<file path="config.mk">
export PLATFORM = sky130hd
export DESIGN_NAME = circuit_scan
export DESIGN_NICKNAME = d
export VERILOG_FILES = /design/src/rtl/circuit_scan.sv
export SDC_FILE = /design/constraint.sdc
export NUM_CORES = 1
export LEC_CHECK = 0
export BUFFER_PORTS_ARGS = -buffer_cell sky130_fd_sc_hd__buf_4
export CORE_MARGIN = 5
export CORE_UTILIZATION = 25
export CTS_CLUSTER_SIZE = 28
export DETAILED_ROUTE_END_ITERATION = 7
export GPL_ROUTABILITY_DRIVEN = 1
export SYNTH_ARGS = -nofsm -noshare
export SYNTH_HDL_FRONTEND = slang
export SYNTH_SLANG_ARGS = --single-unit
</file>
<file path="constraint.sdc">
create_clock -name CP -period 3.9 [get_ports CP]
set_clock_uncertainty 0.1 [all_clocks]
set_input_delay 0.78 -clock CP [delete_from_list [all_inputs] [get_ports CP]]
set_output_delay 0.78 -clock CP [all_outputs]
set_load 0.1 [all_outputs]
</file>
<file path="src/rtl/circuit_scan.sv">
// rtl/circuit_scan.sv - scan-testable shift state register with match flag and saturating match counter
module circuit_scan #(
  parameter int             N     = 4,
  parameter int             W     = 3,
  parameter logic [N-1:0]   MATCH = 4'b1011,
  parameter int             CW    = 8
) (
  input  logic          CP,
  input  logic          CLRn,
  input  logic [W-1:0]  x,
  input  logic          SET,
  input  logic          SE,
  input  logic          SI,
  output logic          z,
  output logic          SO,
  output logic [CW-1:0] match_cnt
);

  logic [N-1:0] state;
  logic         fb;
  logic         cnt_full;

  // Functional feedback bit: parity of the data inputs folded with the outgoing MSB
  always_comb begin
    fb = (^x) ^ state[N-1];
  end

  // Moore outputs taken straight from the state register; SO is the scan chain tail
  always_comb begin
    z        = (state == MATCH);
    SO       = state[N-1];
    cnt_full = (match_cnt == {CW{1'b1}});
  end

  // State register: clear > set > scan shift > functional shift
  always_ff @(posedge CP or negedge CLRn) begin
    if (!CLRn) begin
      state <= '0;
    end else if (SET) begin
      state <= '1;
    end else if (SE) begin
      state <= {state[N-2:0], SI};
    end else begin
      state <= {state[N-2:0], fb};
    end
  end

  // Match counter: counts functional edges seen with z high, saturating, cleared by SET
  always_ff @(posedge CP or negedge CLRn) begin
    if (!CLRn) begin
      match_cnt <= '0;
    end else if (SET) begin
      match_cnt <= '0;
    end else if (!SE && z && !cnt_full) begin
      match_cnt <= match_cnt + 1'b1;
    end
  end

endmodule

</file>
==> impl_metrics.env <==
export IMPL_status="finished clean"
export IMPL_clock_sinks=12
export IMPL_syn_area_um2=641.9
export IMPL_drv_cap=0
export IMPL_post_cts_buffers=0
export IMPL_reg2reg_slack_ns=2.00
export IMPL_first_iter_violations=2
export IMPL_row_count=18
export IMPL_p_per_area_nw_per_um2=276.6
export IMPL_gp_congestion=0.7240
export IMPL_hpwlAfterDp_um=1052
export IMPL_drive_gt1_frac=0.3896
export IMPL_required_ns=3.02
export IMPL_cts_tree="done"
export IMPL_final_hold_viol_count=0
export IMPL_path_max_fanout=5
export IMPL_synth_distinct_cells=31
export IMPL_worstPathArrival_ns=1.25
export IMPL_final_cell_mix="buf_4, dfrtp_1, xnor2_1, nor2_1"
export IMPL_port_buffers=17
export IMPL_rsz0062_at_grt="false"
export IMPL_rr_endpoint="match_cnt[6]"
export IMPL_holdCritPathClass="input pin to asynchronous set/reset pin"
export IMPL_ctsResizeCount=0
export IMPL_synthCells=58
export IMPL_cts_hold_buf=0
export IMPL_finalCriticalPeriod_ns=2.130
export IMPL_drc_errors=0
export IMPL_wl_per_cell_um=12.55
export IMPL_antennaDiodeCount=0
export IMPL_maxSlewViolCount=0
export IMPL_rr_startpoint="match_cnt[0]"
export IMPL_wl_um=1343
export IMPL_synth_seq_cells=12
export IMPL_syn_num_nets=67
export IMPL_track_usage=0.08684
export IMPL_drt_first_pass_iters=3
export IMPL_avgViaCountPerCell=4.664
export IMPL_core_um2=2477
export IMPL_synth_warnings=0
export IMPL_ant_nets=0
export IMPL_final_common_cell="buf_4"
export IMPL_path_cells="nand4b_4 -> inv_1 -> buf_4"
export IMPL_synth_sequential_area_ratio=0.4678
export IMPL_cpPeakStageDelay_ns=0.39
export IMPL_rr_worst_depth=5
export IMPL_synth_enable_flop_cells=0
export IMPL_clk_pin_slew_ns=0.07
export IMPL_worst_path_buf_inv=2
export IMPL_grt_pass1_vias=530
export IMPL_areaGrowthSynthToFinish_pct=28.65
export IMPL_min_period_over_period=0.5463
export IMPL_grt_pass1_wl_um=2352
export IMPL_setup_viol=0
export IMPL_start_util=0.2591
export IMPL_start_kind="flip-flop"
export IMPL_dpl_cell_count=104
export IMPL_final_setup_tns_ns=0
export IMPL_die_y_um=60.67
export IMPL_vias=499
export IMPL_clock_path_buffers=2
export IMPL_cp_top_family="flip-flops"
export IMPL_chipWidth_um=60.67
export IMPL_grt_antenna_before_repair=0
export IMPL_max_slew_margin_rel=0.7745
export IMPL_grt_start_max_net_pins=14
export IMPL_htreeDepth=1
export IMPL_cts_made_buffers=3
export IMPL_boundaryPins=18
export IMPL_p_leak_nw=0.3567
export IMPL_ys_async_sr_fraction=1.000
export IMPL_cp_slowest_cell="dfrtp_1"
export IMPL_grt_overflow=0
export IMPL_die_area_um2=3681
export IMPL_clkLatencyLatePin_ns=0.26
export IMPL_syn_avg_cell_area_um2=11.07
export IMPL_critical_path_class="flip-flop to output port"
export IMPL_cts_root_buf="clkbuf_4"
export IMPL_layout_cells_non_filler=107
export IMPL_endpoint_kind="output port"
export IMPL_nets=88
export IMPL_synth_flop_cell="dfrtp_1"
export IMPL_vdd_drop_max_v=0.0002067
export IMPL_worstMarginPinSlew_ns=0.3371
export IMPL_fmax_mhz=469.4
-- final cells by class --
| type | instances | area, um2 |
|---|---|---|
| Clock buffer | 3 | 22.52 |
| Fill cell | 268 | 1652 |
| Inverter | 2 | 7.507 |
| Multi-Input combinational cell | 43 | 330.3 |
| Sequential cell | 12 | 300.3 |
| Tap cell | 30 | 37.54 |
| Timing Repair Buffer | 17 | 127.6 |
-- synthesized netlist by cell type, drive strengths merged (2+ instances only) --
library cell | number | area (um2)
or3 | 2 | 17.52
nand3 | 2 | 10.01
and2 | 2 | 13.77
nand2 | 3 | 11.26
inv | 2 | 7.510
nor2 | 5 | 18.77
a21oi | 3 | 15.01
xnor2 | 5 | 43.79
or2 | 3 | 18.77
dfrtp | 12 | 300.3
-- layer usage --
layer | routed length [um] | vias to the layer above | part of all wire | global-route usage
met3 | 94 | 0 | 0.070 | 0.03404
met2 | 651 | 10 | 0.48 | 0.1313
li1 | - | 244 | - | -
met4 | 0 | 0 | 0 | 0.02786
met1 | 596 | 245 | 0.44 | 0.1142
met5 | 0 | - | 0 | 0
-- how the worst max path moves through the flow --
stage                     startpoint      endpoint  slack (ns)  cells past startpoint
after floorplan             state[3]             z        1.14                      2
after global placement            SE  match_cnt[5]        1.96                      4
after detailed placement          SE  match_cnt[5]        1.92                      4
after CTS                   state[2]             z        1.75                      3
after global routing        state[2]             z        1.71                      3
final                       state[2]             z        1.77                      3
-- per-stage QoR --
step	power, mW	util	setup WS (ns)	hold slack [ns]	area [um2]
floorplan	0.1464	-	1.140	0.3377	641.9
global placement	0.1587	0.3242	1.958	0.3901	803.3
detailed placement	0.1592	0.3242	1.923	0.3907	803.3
CTS	0.2327	0.3333	1.751	0.2423	825.8
global route	0.2414	0.3333	1.711	0.2364	825.8
finish	0.2284	0.3333	1.770	0.2449	825.8
-- power by group --
part / internal [mW] / switching (mW) / leakage, nW / total, mW
sequential: 0.127 / 0.00242 / 0.150 / 0.129
combinational: 0.0109 / 0.0161 / 0.193 / 0.0270
clock: 0.0356 / 0.0367 / 0.0138 / 0.0723
total: 0.173 / 0.0552 / 0.357 / 0.228
-- logic make-up (layout without fill, tap and decap cells) --
logic type | Yosys count | after routing | share of synthesized area
XOR/XNOR | 5 | 5 | 0.06822
flip-flops | 12 | 12 | 0.4678
buffers and inverters | 3 | 22 | 0.01754
adder cells (fa/ha/maj) | 1 | 1 | 0.01949
AND/OR/NAND/NOR | 24 | 24 | 0.2398
AO/OA/AOI/OAI | 11 | 11 | 0.1540
multiplexers | 2 | 2 | 0.03314
-- flip-flops by register name, indices dropped and copies added (netlist names) --
name,flops
match_cnt,8
state,4
Power figures use the tool's default switching activity.
